**src/rtl/flapjack_wb_arbiter.sv**
```systemverilog
// Writeback arbiter: merges ALU and load-unit writebacks onto a single regfile
// write port, round-robin on contention, and tracks which registers await writeback.

module flapjack_busy_cell (
    input  logic clk,
    input  logic rst_n,
    input  logic i_set,
    input  logic i_clr,
    output logic o_busy
);
    logic r_busy;

    // Set has priority so a same-cycle re-claim keeps the register reserved.
    always_ff @(posedge clk or negedge rst_n) begin
        if (!rst_n)     r_busy <= 1'b0;
        else if (i_set) r_busy <= 1'b1;
        else if (i_clr) r_busy <= 1'b0;
    end

    assign o_busy = r_busy;
endmodule

module flapjack_wb_arbiter #(
    parameter int WIDTH = 16,
    parameter int COUNT = 8
) (
    input  logic             clk,
    input  logic             rst_n,
    input  logic             src0_valid,
    output logic             src0_ready,
    input  logic [WIDTH-1:0] src0_index,
    input  logic [WIDTH-1:0] src0_value,
    input  logic             src1_valid,
    output logic             src1_ready,
    input  logic [WIDTH-1:0] src1_index,
    input  logic [WIDTH-1:0] src1_value,
    input  logic             claim_valid,
    input  logic [WIDTH-1:0] claim_index,
    output logic             write_strobe,
    output logic [WIDTH-1:0] write_index,
    output logic [WIDTH-1:0] write_value,
    output logic [COUNT-1:0] busy,
    output logic             error
);
    typedef struct packed {
        logic [WIDTH-1:0] idx;
        logic [WIDTH-1:0] val;
    } wb_t;

    localparam logic [WIDTH-1:0] CNT_W = WIDTH'(COUNT);

    wb_t              w_src0, w_src1, w_sel, r_wb;
    logic             w_g0, w_g1, w_xfer;
    logic             w_claim_ok, w_xfer_ok, w_claim_err, w_xfer_err;
    logic [COUNT-1:0] w_claim_oh, w_xfer_oh;
    logic             r_last;   // 0 = src0 won last transfer, 1 = src1
    logic             r_strobe;
    logic             r_error;

    assign w_src0 = '{idx: src0_index, val: src0_value};
    assign w_src1 = '{idx: src1_index, val: src1_value};

    // Grant: lone requester wins; on contention the source not granted last wins.
    assign w_g0   = rst_n & src0_valid & (~src1_valid | r_last);
    assign w_g1   = rst_n & src1_valid & (~src0_valid | ~r_last);
    assign w_xfer = w_g0 | w_g1;
    assign w_sel  = w_g0 ? w_src0 : w_src1;

    assign src0_ready = w_g0;
    assign src1_ready = w_g1;

    assign w_claim_ok = claim_index < CNT_W;
    assign w_xfer_ok  = w_sel.idx < CNT_W;

    for (genvar i = 0; i < COUNT; i++) begin : g_busy
        localparam logic [WIDTH-1:0] IDX = WIDTH'(i);
        assign w_claim_oh[i] = claim_valid & (claim_index == IDX);
        assign w_xfer_oh[i]  = w_xfer & (w_sel.idx == IDX);
        flapjack_busy_cell u_cell (
            .clk    (clk),
            .rst_n  (rst_n),
            .i_set  (w_claim_oh[i]),
            .i_clr  (w_xfer_oh[i]),
            .o_busy (busy[i])
        );
    end

    // A claim and a writeback meeting on the same register in one cycle is a
    // legal hand-over, so neither side counts it as a violation.
    assign w_claim_err = claim_valid &
                         (~w_claim_ok | (|(busy & w_claim_oh & ~w_xfer_oh)));
    assign w_xfer_err  = w_xfer &
                         (~w_xfer_ok | ~(|(w_xfer_oh & (busy | w_claim_oh))));

    always_ff @(posedge clk or negedge rst_n) begin
        if (!rst_n) begin
            r_strobe <= 1'b0;
            r_wb     <= '0;
            r_last   <= 1'b1;
            r_error  <= 1'b0;
        end else begin
            r_strobe <= w_xfer;
            if (w_xfer) begin
                r_wb   <= w_sel;
                r_last <= w_g1;
            end
            if (w_claim_err | w_xfer_err) r_error <= 1'b1;
        end
    end

    assign write_strobe = r_strobe;
    assign write_index  = r_wb.idx;
    assign write_value  = r_wb.val;
    assign error        = r_error;
endmodule

```
**config.mk**
```make
export PLATFORM = sky130hd
export DESIGN_NAME = flapjack_wb_arbiter
export DESIGN_NICKNAME = d
export VERILOG_FILES = /design/src/rtl/flapjack_wb_arbiter.sv
export SDC_FILE = /design/constraint.sdc
export NUM_CORES = 1
export LEC_CHECK = 0
export BUFFER_PORTS_ARGS = -buffer_cell sky130_fd_sc_hd__buf_2
export CORE_ASPECT_RATIO = 0.6
export CORE_UTILIZATION = 49
export CTS_CLUSTER_SIZE = 40
export DETAILED_ROUTE_END_ITERATION = 10
export HOLD_SLACK_MARGIN = 0.02
export PLACE_DENSITY = 0.89
export SYNTH_ARGS = -nofsm -noshare
export SYNTH_HDL_FRONTEND = slang
export SYNTH_SLANG_ARGS = --single-unit
```
**constraint.sdc**
```tcl
create_clock -name clk -period 4.4 [get_ports clk]
set_clock_uncertainty 0.05 [all_clocks]
set_input_delay 0.44 -clock clk [delete_from_list [all_inputs] [get_ports clk]]
set_output_delay 0.44 -clock clk [all_outputs]
set_load 0.05 [all_outputs]
```
==> metrics.md <==
| Metric | Value |
|---|---|
| Nets@finish | slightly below 500 |
| Hold Path Class | in2reg |
| PostCTS Resize Cnt | 0 |
| Drt first pass iters | 6 |
| Worst hold margin | between 0.3 and 0.4 ns |
| Routed len/inst | roughly 15 um |
| GP Congestion | 0.928 |
| Reg power frac | 0.384 |
| RSZ-0062 raised after global routing | no |
| Max Slew Vio Count | 0 |
| DR iter-0 viols | between 200 and 300 |
| Net Sw Power | ~0.45 mW |
| Fin cells | approximately 470 |
| Longest Clk Path Bufs | 2 |
| GRT Total Usage | 0.286 |
| Post-synthesis sequential area ratio | 0.436 |
| CTS buffer count | 5 |
| Async S/R FF share, synth | 1.00 |
| Layout cells sized above 1 | 0.366 |
| Num ports | between 100 and 150 |
| Flops & latches, synth | 43 |
| Clock power share | 0.302 |
| Die height | 57.0 um |
| CP peak stage delay | a little over 0.7 ns |
| Crit-path slowest cell | a2111oi_2 |
| CP endpoint kind | flip-flop |
| Drc violations | 0 |
| Slew HR | 0.495 |
| Worst Tran Pin Value | between 0.7 and 0.8 ns |
| Worst EP arrival | 3.55 ns |
| Final Util | 0.685 |
| Leading cell type in the layout, fill and taps excluded | buf_2 |
| Vias | about 2,700 |
| Final hold violation count | 0 |
| Dpl hpwl | around 5.6 mm |
| Total Power | about 1.2 mW |
| Setup_tns | 0 ns |
| TritonCTS clock tree | yes |
| Post-synthesis instance total | 292 |
| Core area | 0.00471 mm2 |
| Mapped cell area | around 0.0025 mm2 |
| Synth Flop Type | dfrtp_1 |
| Syn_nets | 377 |
| Crit path kind | in2reg |
| Root buffer cell | clkbuf_8 |
| Pint | 0.771 mW |
| Synth Area per Inst | 8.47 um2 |
| First-pass GRT wire length | around 12 mm |
| Fmax | around 300 MHz |
| Max_cap viols | 0 |
| Vias/cell | 5.74 |
| Yosys cell types | 50 |
| Drt total wl | about 7.3 mm |
| Pwr Density | 380 mW/mm2 |
| Post-Place Cells | 464 |
| Vias in the first global route | around 2,400 |
| Largest net degree at the start of global routing | 46 |
| Grt ovf | 0 |
| Post-synth EDFFs | 0 |
| Post-route ant nets | 0 |
| Die Wd | 93.7 um |
| Tcrit/Tclk final | 0.775 |
| Die area | ~0.0053 mm2 |
| Worst skew pair latency | approximately 0.30 ns |
| Crit path cell chain | dlygate4sd3_1 -> buf_2 -> and2_1 -> nand4_2 -> a2111oi_2 -> nand2_1 -> a2111oi_1 -> a21boi_1 -> a311o_1 |
| CTS clock-pin slew for the worst setup and hold paths | 0.09 ns |
| Ant diodes | 0 |
| Number of fill cells | around 380 |
| Crit path launch type | input pin |
| WP data required | approximately 4.5 ns |
| IR drop worst, VDD | approximately 0.00025 V |
| Sw Share | 0.370 |
| Commonest cells after routing, fill and taps aside | buf_2 (128), nand2_1 (54), nor2_1 (52), dfrtp_1 (42), o22ai_1 (19) |
| Post-CTS setup buffer count | 0 |
| Status | completed |
| Number of clock sinks | 43 |
| Pleak | around 1.6 nW |
| Placement Rows | 19 |
| Area Growth Syn to Fin | 30.3% |
| H-Tree Level Count | 2 |
| Worst-path fanout max | 11 |
| Initial antenna violation count | 0 |
| Combinational Power Share | 0.314 |
| Ys Warns | 0 |
| Setup violators final | 0 |
| Post-layout min period | between 3 and 4 ns |
| IO buf count | around 130 |
| Starting Density | 0.526 |
repair_timing:
item / CTS / global route
hold endpoints to repair: 4 / 0
hold buffers: 1 / 0
setup endpoints to repair: 0 / 0
flip-flops by register name, summed over array words and instances, names as in the netlist:
signal,flops
write_index,16
write_value,16
g_busy.u_cell.o_busy,8
error,1
r_last,1
write_strobe,1
cells in the mapped netlist (4+ instances only):
cell type	number	area (um2)
a21oi_1	6	30.0
buf_4	9	67.6
a31oi_1	14	87.6
nand2_1	54	203
nand3_1	10	50.1
o22ai_1	19	119
clkbuf_1	9	33.8
o21ai_0	4	20.0
inv_1	6	22.5
nand2b_1	5	31.3
and2_1	4	25.0
nor2_1	52	195
nor4_1	7	43.8
dfrtp_1	42	1050
a22o_1	4	35.0
power groups by stage:
stage	clock [mW]	combinational (mW)	sequential, mW
2_1_floorplan	0	0.0990	0.637
3_3_place_gp	0	0.376	0.476
3_5_place_dp	0	0.384	0.475
4_1_cts	0.370	0.384	0.470
5_1_grt	0.388	0.408	0.476
6_report	0.369	0.385	0.470
logic make-up after synthesis:
family / share of synthesized area
flip-flops: 0.436
buffers and inverters: 0.0622
AO/OA/AOI/OAI: 0.215
AND/OR/NAND/NOR: 0.287
per-layer routing:
metal / vias to the layer above / GRT usage / routed length (um)
li1: 1276 / - / -
met1: 1290 / 0.410 / 3350
met2: 143 / 0.436 / 3210
met3: 5 / 0.0733 / 677
met4: 0 / 0.0703 / 23
met5: - / 0 / 0
per-stage QoR:
step	setup WS, ns	instance area (um2)
3_3_place_gp	1.37	3080
5_1_grt	0.754	3220
6_report	0.990	3220
3_5_place_dp	1.24	3080
2_1_floorplan	1.71	2470
4_1_cts	1.07	3220
worst max-delay path: cells and delay by family:
kind / cells / cell delay (ns)
buffers and inverters: 2 / 0.80
and+or+nand+nor: 3 / 0.74
AOI/OAI and AO/OA: 4 / 1.56
area by class of cell:
type | count | area, um2 | area share
well taps | 63 | 78.8 | 0.0245
flip-flops and latches | 43 | 1080 | 0.334
clock inverters | 2 | 60.1 | 0.0186
multi-input cells | 221 | 1240 | 0.385
inverters | 7 | 26.3 | 0.00815
clock buffers | 6 | 72.6 | 0.0225
repair buffers | 131 | 666 | 0.207
worst paths after layout:
path | depth (start not counted) | endpoint | slack, ns | startpoint
max | 9 | error | 0.99 | rst_n
min | 3 | write_value[11] | 0.31 | src1_value[11]
max reg2reg | 7 | error | 1.39 | r_last
min reg2reg | 2 | write_index[2] | 0.45 | write_index[2]
max in group asynchronous | 3 | r_last | 3.01 | rst_n
min in group asynchronous | 2 | write_index[14] | 0.53 | rst_n
No activity file was read; power rests on OpenSTA's default activity.
